### src/rtl/pp_pipeline_accel_m2a_pkg.sv
// Purpose: shared types and constants for the mat-stream to AXI-stream packer.
// Latency: n/a (declarations only).
// Backpressure: n/a.
// Contents: the FSM state enum, pixel/word geometry, lane counter width and the
// width of the rows/cols geometry scalars.
package pp_pipeline_accel_m2a_pkg;

  localparam int PIX_W        = 8;
  localparam int WORD_W       = 64;
  localparam int PIX_PER_WORD = WORD_W / PIX_W;
  localparam int LANE_W       = 3;
  localparam int GEOM_W       = 32;

  typedef enum logic [2:0] {
    ST_IDLE,
    ST_MUL1,
    ST_MUL2,
    ST_CHECK,
    ST_RUN,
    ST_FLUSH,
    ST_DONE
  } state_t;

endpackage

### src/rtl/pp_pipeline_accel_m2a_packer.sv
// Purpose: packs 8-bit pixels LSB-first into 64-bit words behind a registered output stage.
// Latency: a word is presented one cycle after its last pixel is accepted.
// Backpressure: out_dat holds while out_vld & ~out_rdy; the caller must not offer pixels then.
// Ports: ap_clk/ap_rst_n clock and async active-low reset; clr restarts lane 0;
// pix_vld/pix_dat/pix_last pixel input; out_vld/out_dat/out_rdy word output.
// Optional: PP_PIPELINE_ACCEL_M2A_TLAST_EN adds out_last, registered with out_dat.
module pp_pipeline_accel_m2a_packer
  import pp_pipeline_accel_m2a_pkg::*;
(
  input  logic              ap_clk,
  input  logic              ap_rst_n,
  input  logic              clr,
  input  logic              pix_vld,
  input  logic [PIX_W-1:0]  pix_dat,
  input  logic              pix_last,
  input  logic              out_rdy,
  output logic              out_vld,
  output logic [WORD_W-1:0] out_dat
`ifdef PP_PIPELINE_ACCEL_M2A_TLAST_EN
  ,output logic             out_last
`endif
);

  logic [LANE_W-1:0] lane;
  logic [WORD_W-1:0] asm_q;
  logic [WORD_W-1:0] asm_nxt;
  logic              word_done;

  always_comb begin
    asm_nxt   = asm_q | (WORD_W'(pix_dat) << (int'(lane) * PIX_W));
    // A short final word closes early; its unused upper lanes stay zero.
    word_done = (lane == LANE_W'(PIX_PER_WORD - 1)) || pix_last;
  end

  always_ff @(posedge ap_clk or negedge ap_rst_n) begin
    if (!ap_rst_n) begin
      lane     <= '0;
      asm_q    <= '0;
      out_vld  <= 1'b0;
      out_dat  <= '0;
`ifdef PP_PIPELINE_ACCEL_M2A_TLAST_EN
      out_last <= 1'b0;
`endif
    end else begin
      // Drain first; a refill in the same cycle below takes precedence.
      if (out_vld && out_rdy) out_vld <= 1'b0;
      if (clr) begin
        lane  <= '0;
        asm_q <= '0;
      end else if (pix_vld) begin
        if (word_done) begin
          out_dat  <= asm_nxt;
          out_vld  <= 1'b1;
          asm_q    <= '0;
          lane     <= '0;
`ifdef PP_PIPELINE_ACCEL_M2A_TLAST_EN
          out_last <= pix_last;
`endif
        end else begin
          asm_q <= asm_nxt;
          lane  <= lane + LANE_W'(1);
        end
      end
    end
  end

endmodule

### src/rtl/pp_pipeline_accel_mat_stream_to_axi_stream.sv
// Purpose: frame-level control that packs a rows x cols pixel stream into 64-bit words.
// Latency: geometry pop to first pixel read is 4 cycles; 1 pixel/cycle sustained.
// Backpressure: ldata_full_n low with a word pending stalls pixel reads and holds ldata_din.
// Ports: ap_clk/ap_rst_n, ap_ctrl_chain (ap_start/ap_continue/ap_done/ap_idle/ap_ready),
// rows/cols scalar FIFO reads, img pixel FIFO read, ldata word FIFO write.
// Optional: PP_PIPELINE_ACCEL_M2A_TLAST_EN adds ldata_last marking the frame's final word.
module pp_pipeline_accel_mat_stream_to_axi_stream
  import pp_pipeline_accel_m2a_pkg::*;
(
  input  logic              ap_clk,
  input  logic              ap_rst_n,
  input  logic              ap_start,
  input  logic              ap_continue,
  output logic              ap_done,
  output logic              ap_idle,
  output logic              ap_ready,
  input  logic [GEOM_W-1:0] rows_dout,
  input  logic              rows_empty_n,
  output logic              rows_read,
  input  logic [GEOM_W-1:0] cols_dout,
  input  logic              cols_empty_n,
  output logic              cols_read,
  input  logic [PIX_W-1:0]  img_dout,
  input  logic              img_empty_n,
  output logic              img_read,
  output logic [WORD_W-1:0] ldata_din,
  input  logic              ldata_full_n,
  output logic              ldata_write
`ifdef PP_PIPELINE_ACCEL_M2A_TLAST_EN
  ,output logic             ldata_last
`endif
);

  state_t                    state;
  logic                      done_reg;
  logic signed [GEOM_W-1:0]  rows_q;
  logic signed [GEOM_W-1:0]  cols_q;
  logic        [GEOM_W-1:0]  op_a;
  logic        [GEOM_W-1:0]  op_b;
  logic        [GEOM_W-1:0]  total;
  logic        [GEOM_W-1:0]  pix_cnt;
  logic                      start_fire;
  logic                      out_stall;
  logic                      pix_last;

  assign start_fire = (state == ST_IDLE) && ap_start && rows_empty_n && cols_empty_n && !done_reg;
  assign rows_read  = start_fire;
  assign cols_read  = start_fire;
  assign out_stall  = ldata_write && !ldata_full_n;
  assign img_read   = (state == ST_RUN) && img_empty_n && !out_stall;
  assign pix_last   = (pix_cnt == GEOM_W'(1));
  assign ap_ready   = (state == ST_DONE);
  assign ap_done    = ap_ready || done_reg;
  assign ap_idle    = (state == ST_IDLE) && !ap_start;

  always_ff @(posedge ap_clk or negedge ap_rst_n) begin
    if (!ap_rst_n) begin
      state    <= ST_IDLE;
      done_reg <= 1'b0;
      rows_q   <= '0;
      cols_q   <= '0;
      op_a     <= '0;
      op_b     <= '0;
      total    <= '0;
      pix_cnt  <= '0;
    end else begin
      if (ap_continue) done_reg <= 1'b0;
      case (state)
        ST_IDLE: begin
          if (start_fire) begin
            rows_q <= rows_dout;
            cols_q <= cols_dout;
            state  <= ST_MUL1;
          end
        end
        ST_MUL1: begin
          // Non-positive geometry collapses to an empty frame.
          if (rows_q > 0 && cols_q > 0) begin
            op_a <= $unsigned(rows_q);
            op_b <= $unsigned(cols_q);
          end else begin
            op_a <= '0;
            op_b <= '0;
          end
          state <= ST_MUL2;
        end
        ST_MUL2: begin
          total <= op_a * op_b;
          state <= ST_CHECK;
        end
        ST_CHECK: begin
          if (total == '0) begin
            state <= ST_DONE;
          end else begin
            pix_cnt <= total;
            state   <= ST_RUN;
          end
        end
        ST_RUN: begin
          if (img_read) begin
            pix_cnt <= pix_cnt - GEOM_W'(1);
            if (pix_last) state <= ST_FLUSH;
          end
        end
        ST_FLUSH: begin
          if (!ldata_write) state <= ST_DONE;
        end
        ST_DONE: begin
          done_reg <= 1'b1;
          state    <= ST_IDLE;
        end
        default: state <= ST_IDLE;
      endcase
    end
  end

  pp_pipeline_accel_m2a_packer u_packer (
    .ap_clk   (ap_clk),
    .ap_rst_n (ap_rst_n),
    .clr      (state == ST_CHECK),
    .pix_vld  (img_read),
    .pix_dat  (img_dout),
    .pix_last (pix_last),
    .out_rdy  (ldata_full_n),
    .out_vld  (ldata_write),
    .out_dat  (ldata_din)
`ifdef PP_PIPELINE_ACCEL_M2A_TLAST_EN
    ,.out_last(ldata_last)
`endif
  );

endmodule

### config.mk
export PLATFORM = sky130hd
export DESIGN_NAME = pp_pipeline_accel_mat_stream_to_axi_stream
export DESIGN_NICKNAME = d
export VERILOG_FILES = /design/src/rtl/pp_pipeline_accel_m2a_pkg.sv /design/src/rtl/pp_pipeline_accel_m2a_packer.sv /design/src/rtl/pp_pipeline_accel_mat_stream_to_axi_stream.sv
export SDC_FILE = /design/constraint.sdc
export NUM_CORES = 2
export LEC_CHECK = 0
export BUFFER_PORTS_ARGS = -buffer_cell sky130_fd_sc_hd__buf_2
export CAP_MARGIN = 10
export CORE_UTILIZATION = 65
export CTS_CLUSTER_DIAMETER = 150
export DETAILED_ROUTE_END_ITERATION = 12
export GPL_TIMING_DRIVEN = 0
export MAX_ROUTING_LAYER = met4
export PLACE_DENSITY = 0.82
export SETUP_SLACK_MARGIN = 0.1
export SLEW_MARGIN = 25
export SYNTH_ARGS = -nofsm -noshare
export SYNTH_HDL_FRONTEND = slang
export SYNTH_HIERARCHICAL = 1
export SYNTH_SLANG_ARGS = --single-unit
### constraint.sdc
create_clock -name ap_clk -period 10.6 [get_ports ap_clk]
set_input_delay 0.53 -clock ap_clk [delete_from_list [all_inputs] [get_ports ap_clk]]
set_output_delay 0.53 -clock ap_clk [all_outputs]
set_load 0.05 [all_outputs]
==> reports/qor.yml <==
clocking:
  htreeDepth: 2
  numCtsBuffers: 35
  clk_latency_ns: 0.56
  cts.sinks: 328
  path_clk_slew_ns: 0.06
  cts_tree: "built"
  cts_root_buffer: "clkbuf_16"
  clock_path_buffers: 3
  cts_setup_buffers: 0
sta:
  tightest_slew_ns: 1.162
  finalCriticalPeriod_ns: 8.809
  rsz0062_at_grt: "false"
  drv_slew: 0
  max_freq_mhz: 113.5
  skew_ns: 0.02089
  post-route-period-util_pct: 83.10
  setup_viol: 0
  hold_viol: 0
  max-slew-margin-rel_pct: 22.56
  final.setup.tns_ns: 0
  hold_ws_ns: 0.1564
setup_path:
  r2r_start: "op_a[5]$_DFFE_PN0P_"
  arrival_ns: 9.30
  cp-endpoint: "total[25]$_DFFE_PN0P_"
  crit_path_end_kind: "register"
  start_kind: "register"
  r2r_cells: 23
  rr_endpoint: "total[25]$_DFFE_PN0P_"
  critical_path_class: "reg2reg"
  cp_data_required_time_ns: 11.10
  r2r_slack_ns: 1.79
  startpoint: "op_a[5]$_DFFE_PN0P_"
  crit_path_max_fanout: 10
logic_synthesis:
  ys_async_sr_fraction_pct: 100.0
  synth_edf_count: 0
  yosysSeqAreaShare_pct: 28.08
  synth_cells: 2946
  netlist_area_um2: 29230
  ys.flop_type: "dfrtp_1"
  ys_ff_latch: 328
  avgSynthCellArea_um2: 9.920
  yosysUniqueCellTypes: 74
  synth_fp_nets: 3561
  yosysWarnings: 6
placed_design:
  dpl.hpwl_um: 67730
  placed_cell_area_um2: 30770
  finalWeightedCongestion: 1.037
  dp_cells: 3683
  port_buffers: 142
cells_and_area:
  layout.cells.non_filler: 3751
  fillers: 3321
  drive_gt1_share_pct: 10.40
  fin_nets: 3744
  area.growth.synth_to_final_pct: 9.534
  seqCellArea_um2: 8208
  design_area_um2: 32010
  reg_top3: "u_packer/asm_q (64), u_packer/out_dat (64)"
  multi_input_area_um2: 18680
floorplan:
  die_area_um2: 45820
  die_x_um: 214.0
  rows: 77
  chipHeight_um: 214.0
  start_util_pct: 65.95
  core_um2: 44320
  num_io_pins: 151
pwr:
  cellLeakagePower_uw: 0.01538
  vdd_drop_max_mv: 0.2089
  power_density_nw_per_um2: 211.9
drt:
  antenna_left: 0
  vias_per_cell: 6.117
  finalWirelength_um: 89330
  first_iter_violations: 1961
  via_count: 22950
  wl_per_cell_um: 23.81
  drc: 0
  drtPass1Iterations: 6
grt:
  grt-ovfl-total: 0
  grt_pass1_vias: 24440
  grt_max_degree: 103
  grt_pass1_wl_um: 139400
  antenna_found_initial: 5
  grt_use_total_pct: 41.51
run:
  cap_violations: 0
run_status:
  outcome: "completed"
hold_path:
  worstHoldStart: "ap_continue"
  hp-class: "in2reg"
what timing repair did:
| item | 4_1_cts | 5_1_grt |
|---|---|---|
| hold buffers | 1 | 0 |
| endpoints found under the hold margin | 51 | 0 |
| gates resized for setup | 0 | 0 |
Yosys cell counts (4+ instances only):
master / count / area share [%]
a21o_1: 12 / 0.31
a2bb2oi_1: 9 / 0.27
o2bb2ai_1: 57 / 1.7
mux2_2: 64 / 2.5
a22oi_1: 6 / 0.15
inv_1: 418 / 5.4
nand3_1: 15 / 0.26
buf_2: 23 / 0.39
buf_4: 8 / 0.21
nor4_1: 30 / 0.64
a221oi_1: 4 / 0.12
a21oi_1: 230 / 3.9
nor3_1: 29 / 0.50
a22o_1: 71 / 2.1
o22ai_1: 5 / 0.11
and2_1: 257 / 5.5
nand2b_1: 6 / 0.13
ha_1: 127 / 5.4
or2_2: 5 / 0.11
clkbuf_1: 145 / 1.9
dfrtp_1: 328 / 28
fa_1: 408 / 28
o21ai_1: 10 / 0.17
xnor2_1: 55 / 1.6
o21a_1: 10 / 0.26
nor2_1: 40 / 0.51
nand2_1: 366 / 4.7
o21ai_0: 71 / 1.2
buf_1: 11 / 0.14
a31oi_1: 7 / 0.15
and3_1: 8 / 0.17
or3_1: 10 / 0.21
nand4_1: 8 / 0.17
xor2_1: 25 / 0.75
layout make-up:
cell class,instances,area share [%]
antenna,4,0.03127
buffer,188,2.435
clock buffer,47,3.002
clock inverter,16,0.7778
inverter,418,4.901
multi-input combinational,2012,58.36
sequential,328,25.64
tap,592,2.314
timing repair buffer,146,2.541
layout by cell type (no fill, tap or decap), drive strengths merged, types with 32 or more instances in the layout:
master	Yosys	final
a21oi	231	231
a22o	71	71
and2	257	257
buf	43	188
clkbuf	145	192
dfrtp	328	328
fa	408	408
ha	127	127
inv	418	423
mux2	64	64
nand2	366	366
nor2	42	42
nor4	32	32
o21ai	81	81
o2bb2ai	57	57
xnor2	55	55
cell families after synthesis:
family	share of synthesized area (%)
mux	2.534
fa+ha+maj	33.38
xor+xnor	2.475
buf+inv	8.010
compound gates	11.44
flops	28.08
simple gates	14.07
report_power, final:
group | leakage, µW | switching (µW) | internal, µW
sequential | 0.00436 | 371 | 1560
combinational | 0.0104 | 2250 | 1310
clock | 0.000598 | 524 | 772
total | 0.0154 | 3140 | 3640
worst min-delay path by stage:
stage	end	slack, ns	cells after the start
2_1_floorplan	cols_q[0]$_DFFE_PN0P_	0.23	0
3_3_place_gp	pix_cnt[12]$_DFFE_PN0P_	0.47	2
3_5_place_dp	pix_cnt[18]$_DFFE_PN0P_	0.47	1
4_1_cts	done_reg$_DFFE_PN0P_	0.14	2
5_1_grt	done_reg$_DFFE_PN0P_	0.16	2
6_report	done_reg$_DFFE_PN0P_	0.16	2
layer usage:
metal	vias up	global-route usage [%]	share of wire (%)
met2	1163	61.32	45
met3	233	10.87	11
met1	11720	54.71	40
met4	0	17.36	4.7
met5	-	-	0
li1	9832	-	-
per-stage QoR:
| stage | util (%) | setup WS (ns) | total power (µW) |
|---|---|---|---|
| finish | 72.23 | 1.791 | 6785 |
| global route | 72.23 | 1.603 | 7168 |
| CTS | 72.19 | 2.056 | 6717 |
| detailed placement | 69.44 | 2.109 | 5393 |
| global placement | 69.22 | 2.185 | 5275 |
| floorplan | - | 3.796 | 4079 |
critical path, cell delays in order (launching register included):
cell and delay (ns):
dfrtp_1 0.33, clkbuf_1 0.85, clkbuf_1 0.85, nand2_1 0.17, fa_1 0.54, inv_1 0.06
fa_1 0.44, fa_1 0.50, inv_1 0.05, fa_1 0.48, inv_1 0.06, fa_1 0.46
ha_1 0.30, fa_1 0.51, fa_1 0.48, ha_1 0.42, nand4_1 0.10, nor2_1 0.19
nand3_1 0.16, a21boi_0 0.69, a21o_1 0.26, a31oi_1 0.12, or4b_2 0.64, nand3_1 0.09
(Power assumes the default switching activity.)
